[config.mk]
export PLATFORM = sky130hd
export DESIGN_NAME = lr3_disp_scan_flat
export DESIGN_NICKNAME = d
export VERILOG_FILES = /design/src/rtl/lr3_disp_scan_if.sv /design/src/rtl/lr3_disp_scan.sv /design/src/flat_wrapper.sv
export SDC_FILE = /design/constraint.sdc
export NUM_CORES = 1
export LEC_CHECK = 0
export ABC_AREA = 1
export BUFFER_PORTS_ARGS = -buffer_cell sky130_fd_sc_hd__buf_4
export CAP_MARGIN = 20
export CORE_MARGIN = 4
export CORE_UTILIZATION = 30
export CTS_CLUSTER_DIAMETER = 80
export DETAILED_ROUTE_END_ITERATION = 10
export GPL_ROUTABILITY_DRIVEN = 0
export PLACE_DENSITY_LB_ADDON = 0.25
export SLEW_MARGIN = 30
export SYNTH_ARGS = -nofsm -noshare
export SYNTH_HDL_FRONTEND = slang
export SYNTH_SLANG_ARGS = --single-unit
export TNS_END_PERCENT = 100
[constraint.sdc]
create_clock -name clk_i -period 6.7 [get_ports clk_i]
set_clock_uncertainty 0.1 [all_clocks]
set_input_delay 0.335 -clock clk_i [delete_from_list [all_inputs] [get_ports clk_i]]
set_output_delay 0.335 -clock clk_i [all_outputs]
set_load 0.02 [all_outputs]
[src/rtl/lr3_disp_scan_if.sv]
// Bus bundle for the 7-segment scan controller: scan tick, digit data/masks in, pin drivers out.
interface lr3_disp_scan_if #(
  parameter int DIGITS = 4
);
  logic                  ce;
  logic [4*DIGITS-1:0]   data;
  logic [DIGITS-1:0]     dp;
  logic [DIGITS-1:0]     en_mask;
  logic [DIGITS-1:0]     an;
  logic [6:0]            seg;
  logic                  seg_dp;
  logic                  frame;

  modport master (output ce, data, dp, en_mask, input an, seg, seg_dp, frame);
  modport slave  (input ce, data, dp, en_mask, output an, seg, seg_dp, frame);
endinterface

[src/rtl/lr3_disp_scan.sv]
// Round-robin 7-segment scan controller with frame-latched data and registered active-low outputs.
// Define LR3_DISP_BLANK_EN to insert DEAD_TICKS of all-anodes-off between digits.
module lr3_disp_scan #(
  parameter int DIGITS     = 4,
  parameter int HOLD_TICKS = 4,
  parameter int DEAD_TICKS = 1
) (
  input  logic clk_i,
  input  logic rst_ni,
  lr3_disp_scan_if.slave bus
);
  localparam int IW   = $clog2(DIGITS);
  localparam int MAXT = (HOLD_TICKS > DEAD_TICKS) ? HOLD_TICKS : DEAD_TICKS;
  localparam int TW   = $clog2(MAXT) + 1;
  localparam logic [IW-1:0] LAST    = IW'(DIGITS - 1);
  localparam logic [TW-1:0] HOLD_M1 = TW'(HOLD_TICKS - 1);
`ifdef LR3_DISP_BLANK_EN
  localparam logic [TW-1:0] DEAD_M1 = TW'(DEAD_TICKS - 1);
`endif

  typedef enum logic {SHOW = 1'b0, BLANK = 1'b1} phase_e;

  phase_e              ph_q, ph_d;
  logic [IW-1:0]       idx_q, idx_d;
  logic [TW-1:0]       tcnt_q, tcnt_d;
  logic [4*DIGITS-1:0] shadow_q, shadow_d;
  logic [DIGITS-1:0]   dpsh_q, dpsh_d;
  logic [DIGITS-1:0]   an_q, an_d;
  logic [6:0]          seg_q, seg_d;
  logic                sdp_q, sdp_d;
  logic                frame_q, frame_d;
  logic                adv, wrap;

  function automatic logic [6:0] hex7(input logic [3:0] n);
    case (n)
      4'h0: hex7 = 7'b1000000;  4'h1: hex7 = 7'b1111001;
      4'h2: hex7 = 7'b0100100;  4'h3: hex7 = 7'b0110000;
      4'h4: hex7 = 7'b0011001;  4'h5: hex7 = 7'b0010010;
      4'h6: hex7 = 7'b0000010;  4'h7: hex7 = 7'b1111000;
      4'h8: hex7 = 7'b0000000;  4'h9: hex7 = 7'b0010000;
      4'hA: hex7 = 7'b0001000;  4'hB: hex7 = 7'b0000011;
      4'hC: hex7 = 7'b1000110;  4'hD: hex7 = 7'b0100001;
      4'hE: hex7 = 7'b0000110;  default: hex7 = 7'b0001110;
    endcase
  endfunction

  always_ff @(posedge clk_i) begin
    if (!rst_ni) begin
      ph_q     <= BLANK;
      idx_q    <= LAST;
      tcnt_q   <= '0;
      shadow_q <= '0;
      dpsh_q   <= '0;
      an_q     <= '1;
      seg_q    <= '1;
      sdp_q    <= 1'b1;
      frame_q  <= 1'b0;
    end else begin
      ph_q     <= ph_d;
      idx_q    <= idx_d;
      tcnt_q   <= tcnt_d;
      shadow_q <= shadow_d;
      dpsh_q   <= dpsh_d;
      an_q     <= an_d;
      seg_q    <= seg_d;
      sdp_q    <= sdp_d;
      frame_q  <= frame_d;
    end
  end

  always_comb begin
    ph_d     = ph_q;
    tcnt_d   = tcnt_q;
    idx_d    = idx_q;
    shadow_d = shadow_q;
    dpsh_d   = dpsh_q;
    adv      = 1'b0;
    wrap     = 1'b0;
    if (bus.ce) begin
      case (ph_q)
        SHOW: begin
          if (tcnt_q == HOLD_M1) begin
            tcnt_d = '0;
`ifdef LR3_DISP_BLANK_EN
            ph_d   = BLANK;
`else
            adv    = 1'b1;
`endif
          end else begin
            tcnt_d = tcnt_q + 1'b1;
          end
        end
        default: begin
`ifdef LR3_DISP_BLANK_EN
          if (tcnt_q == DEAD_M1) begin
            tcnt_d = '0;
            adv    = 1'b1;
            ph_d   = SHOW;
          end else begin
            tcnt_d = tcnt_q + 1'b1;
          end
`else
          // Without blanking, BLANK only exists out of reset and leaves on the first tick.
          tcnt_d = '0;
          adv    = 1'b1;
          ph_d   = SHOW;
`endif
        end
      endcase
    end
    if (adv) begin
      wrap  = (idx_q == LAST);
      idx_d = wrap ? '0 : idx_q + 1'b1;
    end
    // Latch the whole frame at once so mid-frame DATA changes cannot tear the display.
    if (wrap) begin
      shadow_d = bus.data;
      dpsh_d   = bus.dp;
    end
  end

  always_comb begin
    an_d    = '1;
    seg_d   = '1;
    sdp_d   = 1'b1;
    frame_d = wrap;
    if (ph_d == SHOW) begin
      an_d[idx_d] = ~bus.en_mask[idx_d];
      seg_d       = hex7(shadow_d[{idx_d, 2'b00} +: 4]);
      sdp_d       = ~(dpsh_d[idx_d] & bus.en_mask[idx_d]);
    end
  end

  assign bus.an     = an_q;
  assign bus.seg    = seg_q;
  assign bus.seg_dp = sdp_q;
  assign bus.frame  = frame_q;
endmodule

[src/flat_wrapper.sv]
// flat-port wrapper written by rule: the top's interface ports become plain ports
module lr3_disp_scan_flat 
#(
  parameter int DIGITS     = 4,
  parameter int HOLD_TICKS = 4,
  parameter int DEAD_TICKS = 1
)
  (clk_i, rst_ni, bus_ce, bus_data, bus_dp, bus_en_mask, bus_an, bus_seg, bus_seg_dp, bus_frame);
  lr3_disp_scan_if #(.DIGITS(DIGITS)) bus_i ();
  input  logic clk_i;
  input  logic rst_ni;
  input wire logic [$bits(bus_i.ce)-1:0] bus_ce;
  input wire logic [$bits(bus_i.data)-1:0] bus_data;
  input wire logic [$bits(bus_i.dp)-1:0] bus_dp;
  input wire logic [$bits(bus_i.en_mask)-1:0] bus_en_mask;
  output wire logic [$bits(bus_i.an)-1:0] bus_an;
  output wire logic [$bits(bus_i.seg)-1:0] bus_seg;
  output wire logic [$bits(bus_i.seg_dp)-1:0] bus_seg_dp;
  output wire logic [$bits(bus_i.frame)-1:0] bus_frame;
  assign bus_i.ce = bus_ce;
  assign bus_i.data = bus_data;
  assign bus_i.dp = bus_dp;
  assign bus_i.en_mask = bus_en_mask;
  assign bus_an = bus_i.an;
  assign bus_seg = bus_i.seg;
  assign bus_seg_dp = bus_i.seg_dp;
  assign bus_frame = bus_i.frame;
  lr3_disp_scan #(.DIGITS(DIGITS), .HOLD_TICKS(HOLD_TICKS), .DEAD_TICKS(DEAD_TICKS)) u_core (.clk_i(clk_i), .rst_ni(rst_ni), .bus(bus_i));
endmodule
==> impl_metrics.tcl, run 1 <==
set metrics [dict create \
    cp_slowest_cell "ha_1" \
    via_per_inst 4.25 \
    worstSetupPathType "reg -> reg" \
    crit_top_cell "nand2_1" \
    rsz0062_at_grt "no" \
    finalCriticalPeriod_ns 2.65 \
    antenna_left 0 \
    critPathCaptureType "flip-flop" \
    async_flop_share 0 \
    crit_arrival_ns 2.73 \
    rr_worst_depth 13 \
    yosysSeqAreaShare 0.353 \
    num_io_pins 40 \
    p_leak_nw 1.30 \
    postSynthCellCount 302 \
    critPathLaunchType "flip-flop" \
    drt_iter0_markers 90 \
    hpwl_mm 3.75 \
    dp.cells 431 \
    slowest_delay_ns 0.47 \
    p_sw_uw 214 \
    finalPower_uw 634 \
    grt_overflow 0 \
    grt_max_degree 29 \
    ys.warnings.count 0 \
    cts-htree-levels 2 \
    clock-sinks 39 \
    first_global_vias 1861 \
    synth-edff-count 0 \
    totalWireLength_mm 4.86 \
    ir_drop_mv 0.0665 \
    nets 374 \
    clk_latency_ns 0.29 \
    groute.usage.overall 0.119 \
    whs_path_depth 2 \
    worstPathCellList "ha_1 -> nand3_4 -> inv_1 -> nand2_1 -> nand2_1 -> nand2_1 -> nand2_1 -> nor2_4 -> ha_1 -> nand3_1 -> nand3_1 -> nand2_1 -> nand2_1" \
    drc 0 \
    combPwrFrac 0.318 \
    fp.dieH_um 93.9 \
    antenna_found_initial 0 \
    routedWlPerCell_um 11.1 \
    post_cts_resized 0 \
    initial_core_util 0.307 \
    pwr-share-seq 0.409 \
    netlist_area_mm2 0.00221 \
    hold_buffers 0 \
    post-route-period-util 0.395 \
    cp_max_fo 28 \
    cp.required_ns 6.78 \
    ys_ff_latch 39 \
    synth_adder_area_share 0.0452 \
    core-area_mm2 0.00721 \
    fin_setup_tns_ns 0 \
    path_clk_slew_ns 0.07 \
    syn_avg_cell_area_um2 7.33 \
    synth.distinct_cells 33 \
    sw_frac_of_total 0.337 \
    rows 31 \
    synth_flop_cell "dfxtp_1" \
    critPathTopFamily "simple AND/OR/NAND/NOR gates" \
    synthSimpleGateAreaFrac 0.399 \
    synthXorXnorAreaFrac 0 \
    fp.dieArea_mm2 0.00882 \
    crit_buf_inv 1 \
    hold_path.class "in -> reg" \
    drv_cap 0 \
    clock-root-buffer "clkbuf_8" \
    cts_buffer_depth 2 \
    syn-num-nets 337 \
    diodes 0 \
    synth_area_leaders "dfxtp_1 (35%), nand2_1 (14%), inv_1 (7.6%)" \
    p_clk_frac 0.272 \
    p_per_area_mw_per_mm2 240 \
    yosysTopAreaCellShare 0.353 \
    portBuffers 39 \
    yosysTopAreaCell "dfxtp_1" \
    slew_viol_final 0 \
    postCtsSetupBuffers 0 \
    status "finished clean" \
    setup_violations 0 \
    fmax_mhz 377 \
    p_int_uw 420 \
    layout-drive-gt1-share 0.241 \
    synth_mux_area_frac 0.00904 \
    slew_headroom 0.648 \
    finalHoldViolCount 0 \
    first_pass_iters 4 \
    synth_compound_area_frac 0.0712 \
    vias 1866 \
    nFillCells 788 \
    tightestPinTransition_ns 0.525 \
    cts_made_buffers 5 \
    final_cells 439 \
    synth_top_family_by_area "simple AND/OR/NAND/NOR gates" \
    fp.dieW_um 93.9 \
    cts_tree "yes" \
    path_depth 13 \
    grt_pass1_wl_mm 8.34 \
    syn2layout_area_growth_pct 19.5 \
]
## power groups by stage
stage / Combinational (mW) / Clock [mW] / Sequential [mW]
finish: 0.202 / 0.173 / 0.259
global route: 0.229 / 0.189 / 0.262
CTS: 0.204 / 0.178 / 0.260
detailed placement: 0.203 / 0 / 0.265
global placement: 0.203 / 0 / 0.265
floorplan: 0.141 / 0 / 0.276
## sequential cells by signal (all words and copies together), names as in the netlist
signal             count
u_core.ph_q            1
u_core.bus.seg         7
u_core.tcnt_q          3
u_core.shadow_q       16
u_core.dpsh_q          4
u_core.bus.seg_dp      1
u_core.idx_q           2
u_core.bus.frame       1
u_core.bus.an          4
## area by class of cell
type	instances	area [µm²]	area share
repair buffers	39	293	0.111
clock buffers	8	100	0.0378
inverters	49	186	0.0705
flip-flops and latches	39	781	0.295
well taps	99	124	0.0468
multi-input cells	205	1160	0.439
## path summary, 6_finish.rpt
kind / end / from / slack (ns)
worst max-delay path: u_core.bus.seg[0]$_SDFF_PP1_ / u_core.idx_q[0]$_SDFF_PN1_ / 4.05
worst max register to register: u_core.bus.seg[0]$_SDFF_PP1_ / u_core.idx_q[0]$_SDFF_PN1_ / 4.05
worst min register to register: u_core.tcnt_q[2]$_SDFFE_PN0P_ / u_core.tcnt_q[2]$_SDFFE_PN0P_ / 0.37
worst min-delay path: u_core.idx_q[0]$_SDFF_PN1_ / rst_ni / 0.18
## metrics by stage
step / worst slack [ns] / cell area (µm²) / utilization / hold WS (ns)
floorplan: 4.50 / 2210 / - / 0.335
global placement: 4.11 / 2540 / 0.353 / 0.355
detailed placement: 4.06 / 2540 / 0.353 / 0.358
CTS: 4.03 / 2650 / 0.367 / 0.178
global route: 3.71 / 2650 / 0.367 / 0.193
finish: 4.05 / 2650 / 0.367 / 0.185
## placed cells by master, fill, tap and decap left out
cell,netlist,routed
nand4_1,8,8
nor2_4,5,5
buf_4,2,39
nand2_4,6,6
nand3_4,4,4
clkinv_1,1,1
mux2i_1,2,2
nor2_1,21,21
dfxtp_1,39,39
nand3_2,2,2
o211ai_1,2,2
inv_1,45,45
inv_2,2,2
o21ai_0,7,7
and3_1,4,4
nand3_1,21,21
a21oi_1,5,5
a211oi_1,2,2
nor2_2,4,4
inv_4,1,1
ha_1,8,8
o21ai_1,7,7
o21ai_4,1,1
o21a_1,1,1
and2_1,2,2
clkbuf_8,0,7
clkbuf_1,2,1
nand2_2,11,11
nand2_1,81,81
o221ai_1,1,1
## worst register-to-register path, delay by kind of cell, from the launching register on
family | cells | cell delay [ns]
and+or+nand+nor | 10 | 1.08
adders and majority gates | 2 | 0.70
DFF | 1 | 0.43
buffers and inverters | 1 | 0.23
## Yosys cell counts (all sizes together), types with 2 or more instances
cell and n:
a21oi 5, o211ai 2, and2 2, inv 48, and3 4, mux2i 2, a211oi 2, buf 7
nor2 30, nand2 98, dfxtp 39, nand4 8, clkbuf 2, nand3 27, o21ai 15, ha 8
## metal layers
layer / up-vias / wire length [µm] / global-route usage
li1: 1017 / - / -
met1: 812 / 2240 / 0.149
met2: 30 / 2350 / 0.190
met3: 7 / 174 / 0.0272
met4: 0 / 89 / 0.0578
met5: - / 0 / 0
## logic make-up after synthesis
group	Yosys count
mux	2
fa+ha+maj	8
flops	39
compound gates	26
simple gates	169
buf+inv	58
Power figures use the tool's default switching activity.
==> inputs of run 2 (changes only) <==
==> constraint.sdc (replaced) <==
create_clock -name clk_i -period 2.2 [get_ports clk_i]
set_clock_uncertainty 0.1 [all_clocks]
set_input_delay 0.11 -clock clk_i [delete_from_list [all_inputs] [get_ports clk_i]]
set_output_delay 0.11 -clock clk_i [all_outputs]
set_load 0.02 [all_outputs]
==> impl_metrics.tcl, run 2 (synthesis gave the netlist of run 1 again) <==
set metrics [dict create \
    ir_drop_mv 0.337 \
    core-area_mm2 0.00721 \
    antenna_left 0 \
    hold_path.class "in -> reg" \
    hpwl_mm 4.03 \
    slew_viol_final 0 \
    cts_made_buffers 5 \
    diodes 0 \
    rows 31 \
    nets 410 \
    grt_max_degree 21 \
    grt_pass1_wl_mm 8.85 \
    largest_reg_flops 16 \
    first_global_vias 1974 \
    clock-sinks 39 \
    finalHoldViolCount 0 \
    initial_core_util 0.307 \
    num_io_pins 40 \
    fp.dieH_um 93.9 \
    violations "setup timing" \
    routedWlPerCell_um 11.8 \
    fin_area_mm2 0.00316 \
    syn2layout_area_growth_pct 42.7 \
    fp.dieArea_mm2 0.00882 \
    slew_headroom 0.634 \
    vias 2080 \
    fmax_mhz 454 \
    post_dp_cell_area_mm2 0.00271 \
    cts-htree-levels 2 \
    path_clk_slew_ns 0.08 \
    finalPower_mw 2.25 \
    status "finished, violations left" \
    fin_hold_ws_ns 0.0332 \
    cp_max_fo 6 \
    clk_latency_ns 0.29 \
    critPathCaptureType "flip-flop" \
    grt_overflow 0 \
    totalWireLength_mm 5.58 \
    fp.dieW_um 93.9 \
    p_per_area_mw_per_mm2 711 \
    worst_slack_ns -0.00357 \
    drt_iter0_markers 99 \
    utilization 0.438 \
    groute.usage.overall 0.127 \
    worstSetupPathType "reg -> reg" \
    cp.required_ns 2.28 \
    finalCriticalPeriod_ns 2.20 \
    tightestPinTransition_ns 0.545 \
    antenna_found_initial 0 \
    layout-drive-gt1-share 0.380 \
    clock-root-buffer "clkbuf_8" \
    cts_tree "yes" \
    setup_violations 1 \
    cts_buffer_depth 2 \
    portBuffers 39 \
    drc 0 \
    p_leak_nw 1.52 \
    via_per_inst 4.38 \
    first_pass_iters 4 \
    post-route-period-util 1.00 \
    crit_arrival_ns 2.28 \
    critPathLaunchType "flip-flop" \
    layout_common_cells "nand2_1 (72), buf_4 (65), inv_1 (42), dfxtp_1 (36)" \
    drv_cap 0 \
    layout_commonest_cell "nand2_1" \
    rsz0062_at_grt "yes" \
    regMostFlops "u_core.shadow_q" \
]
## run 2: cell types whose count changed in the layout (fill, tap and decap cells not counted), moves of 4 or more
cell,previous run,this run
nand2_1,81,72
o21ai_2,0,4
nand2_2,11,17
dlygate4sd3_1,0,4
buf_4,39,65
o21ai_1,7,2
ha_4,0,6
ha_1,8,2
buf_6,0,4
## run 2: routing by layer
metal | track usage | vias to the layer above | share of wire
met3 | 0.0264 | 7 | 0.038
met2 | 0.216 | 40 | 0.48
met4 | 0.0542 | 0 | 0.020
met5 | 0 | - | 0
met1 | 0.155 | 939 | 0.46
li1 | - | 1094 | -
## run 2: worst paths after layout
| path | start | to | slack [ns] | depth (start not counted) |
|---|---|---|---|---|
| max | u_core.tcnt_q[1]$_SDFFE_PN0P_ | u_core.bus.seg[3]$_SDFF_PP1_ | -0.004 | 15 |
| min | bus_data[2] | u_core.shadow_q[2]$_SDFF_PN0_ | 0.03 | 3 |
| max reg2reg | u_core.tcnt_q[1]$_SDFFE_PN0P_ | u_core.bus.seg[3]$_SDFF_PP1_ | -0.004 | 15 |
| min reg2reg | u_core.tcnt_q[2]$_SDFFE_PN0P_ | u_core.tcnt_q[2]$_SDFFE_PN0P_ | 0.37 | 2 |
## run 2: repair_timing
item	4_1_cts	5_1_grt
cloned	0	2
hold buffers	4	0
pin swaps	2	15
hold endpoints to repair	5	0
setup buffers	0	8
endpoints found under the setup margin	4	7
gates resized for setup	5	42
## run 2: power breakdown
part	switching, mW	internal [mW]
clock	0.256	0.367
combinational	0.477	0.357
sequential	0.0204	0.770
total	0.753	1.49
## run 2: through the flow
stage               setup slack (ns)  instances   TNS, ns
finish                      -0.00357        475  -0.00357
global route                  -0.113        475    -0.612
CTS                         0.000223        465         0
detailed placement           -0.0337        453   -0.0466
global placement             -0.0167        453   -0.0287
floorplan                     0.0296        302         0
## run 2: final cells by class
| cell class | instances | area, µm² |
|---|---|---|
| fillers | 763 | 4060 |
| repair buffers | 73 | 573 |
| multi-input cells | 207 | 1370 |
| well taps | 99 | 124 |
| clock inverters | 2 | 35.0 |
| flip-flops and latches | 39 | 785 |
| clock buffers | 6 | 82.6 |
| inverters | 49 | 189 |
## run 2: worst max-delay path, stage by stage, from the launching register on
cell     delay (ns)
dfxtp_2        0.36
ha_4           0.14
inv_2          0.03
nand2_2        0.08
nand3_4        0.13
o21ai_4        0.27
nor2_4         0.08
nand2_2        0.08
nand2_2        0.07
nor2_4         0.25
inv_4          0.09
ha_4           0.19
nand2_4        0.07
nand2_1        0.05
nand2_1        0.05
nand3_1        0.05
==> inputs of run 3 (changes only) <==
--- a/config.mk
+++ b/config.mk
@@ -13,7 +13,9 @@
 export CTS_CLUSTER_DIAMETER = 80
 export DETAILED_ROUTE_END_ITERATION = 10
 export GPL_ROUTABILITY_DRIVEN = 0
+export MAX_ROUTING_LAYER = met4
 export PLACE_DENSITY_LB_ADDON = 0.25
+export SKIP_LAST_GASP = 1
 export SLEW_MARGIN = 30
 export SYNTH_ARGS = -nofsm -noshare
 export SYNTH_HDL_FRONTEND = slang
==> impl_metrics.tcl, run 3 (synthesis gave the netlist of run 1 again) <==
set metrics [dict create \
    status "finished clean" \
    antenna_found_initial 0 \
    cts-htree-levels 2 \
    hpwl_mm 4.03 \
    p_leak_nw 1.52 \
    reg2reg_slack_ns 0.0005 \
    fp.dieArea_mm2 0.00882 \
    dp.cells 453 \
    num_io_pins 40 \
    rr_worst_depth 15 \
    layout_commonest_cell "nand2_1" \
    multi_input_area_mm2 0.00137 \
    totalWireLength_mm 5.57 \
    cp.required_ns 2.28 \
    first_pass_iters 4 \
    grt_overflow 0 \
    post_dp_cell_area_mm2 0.00271 \
    cts_buffer_depth 2 \
    regMostFlops "u_core.shadow_q" \
    fp.dieW_um 93.9 \
    grt_max_degree 21 \
    cp-endpoint "u_core.bus.seg[3]$_SDFF_PP1_" \
    finalHoldViolCount 0 \
    drv_cap 0 \
    rows 31 \
    drc 0 \
    fin_area_mm2 0.00315 \
    timing.rr.end "u_core.bus.seg[3]$_SDFF_PP1_" \
    path_clk_slew_ns 0.08 \
    cts_tree "yes" \
    fp.dieH_um 93.9 \
    syn2layout_area_growth_pct 42.5 \
    core-area_mm2 0.00721 \
    via_per_inst 4.39 \
    cp_max_fo 6 \
    ir_drop_mv 0.338 \
    final_cells 475 \
    groute.usage.overall 0.131 \
    crit_arrival_ns 2.28 \
    tightestPinTransition_ns 0.537 \
    slew_viol_final 0 \
    timing.rr.start "u_core.tcnt_q[1]$_SDFFE_PN0P_" \
    critPathCaptureType "flip-flop" \
    nets 410 \
    portBuffers 39 \
    first_global_vias 1972 \
    drt_iter0_markers 114 \
    cts_made_buffers 5 \
    finalCriticalPeriod_ns 2.20 \
    setup_violations 0 \
    rsz0062_at_grt "yes" \
    layout_common_cells "nand2_1 (72), buf_4 (65), inv_1 (42), dfxtp_1 (36)" \
    seqCellArea_um2 785 \
    slew_headroom 0.640 \
    clock-root-buffer "clkbuf_8" \
    clock-sinks 39 \
    diodes 0 \
    layout-drive-gt1-share 0.380 \
    post-route-period-util 1.00 \
    grt_pass1_wl_mm 8.87 \
    critPathLaunchType "flip-flop" \
    worstSetupPathType "reg -> reg" \
    clk_latency_ns 0.29 \
    finalPower_mw 2.24 \
    p_per_area_mw_per_mm2 711 \
    hold_path.class "in -> reg" \
    routedWlPerCell_um 11.7 \
    antenna_left 0 \
    largest_reg_flops 16 \
    nFillCells 766 \
    vias 2083 \
    fmax_mhz 455 \
    initial_core_util 0.307 \
    setup.worst_path.start "u_core.tcnt_q[1]$_SDFFE_PN0P_" \
]
## run 3: cell counts in the layout (fill, tap and decap cells not counted)
No cell type changed its count.
## run 3: cell type report
class,count,share of cell area
Clock buffer,6,0.0262
Clock inverter,2,0.0111
Inverter,49,0.0599
Multi-Input combinational cell,207,0.433
Sequential cell,39,0.249
Tap cell,99,0.0393
Timing Repair Buffer,73,0.182
## run 3: what timing repair did
| item | CTS | global route |
|---|---|---|
| pin swaps | 2 | 15 |
| resized for setup | 5 | 41 |
| setup buffers | 0 | 8 |
| setup endpoints to repair | 4 | 7 |
| hold buffers | 4 | 0 |
| gates cloned | 0 | 2 |
| hold endpoints to repair | 5 | 0 |
## run 3: worst max-delay path, cell delays in order, from the launching register on
cell     delay, ns
dfxtp_2       0.36
ha_4          0.14
inv_2         0.03
nand2_2       0.08
nand3_4       0.13
o21ai_4       0.27
nor2_4        0.08
nand2_2       0.08
nand2_2       0.07
nor2_4        0.25
inv_4         0.09
ha_4          0.19
nand2_4       0.07
nand2_1       0.05
nand2_1       0.05
nand3_1       0.05
## run 3: where the power goes
part	switching, mW	leakage, nW	internal, mW
Clock	0.256	0.0612	0.367
Combinational	0.474	1.14	0.356
Sequential	0.0204	0.321	0.770
Total	0.750	1.52	1.49
## run 3: worst min path at each step
stage          slack (ns)    startpoint                        endpoint  cells past startpoint
2_1_floorplan        0.17     bus_dp[1]     u_core.dpsh_q[1]$_SDFF_PN0_                      2
4_1_cts              0.02   bus_data[2]   u_core.shadow_q[2]$_SDFF_PN0_                      3
3_5_place_dp         0.26        rst_ni      u_core.idx_q[0]$_SDFF_PN1_                      2
5_1_grt              0.05  bus_data[14]  u_core.shadow_q[14]$_SDFF_PN0_                      3
3_3_place_gp         0.26        rst_ni      u_core.idx_q[1]$_SDFF_PN1_                      2
6_report             0.03   bus_data[2]   u_core.shadow_q[2]$_SDFF_PN0_                      3
## run 3: through the flow
stage | util | hold WS [ns] | TNS, ns | setup WS (ns)
global placement | 0.376 | 0.257 | -0.0287 | -0.0167
global route | 0.437 | 0.0499 | -0.611 | -0.113
detailed placement | 0.376 | 0.263 | -0.0466 | -0.0337
finish | 0.437 | 0.0333 | 0 | 0.000470
CTS | 0.399 | 0.0180 | 0 | 0.000223
floorplan | - | 0.173 | 0 | 0.0296
## run 3: layer usage
metal | routed length [µm] | GRT usage | vias to the layer above
met5 | 0 | - | -
met4 | 97 | 0.0542 | 0
met3 | 178 | 0.0264 | 8
met2 | 2700 | 0.216 | 35
met1 | 2600 | 0.155 | 945
li1 | - | - | 1095
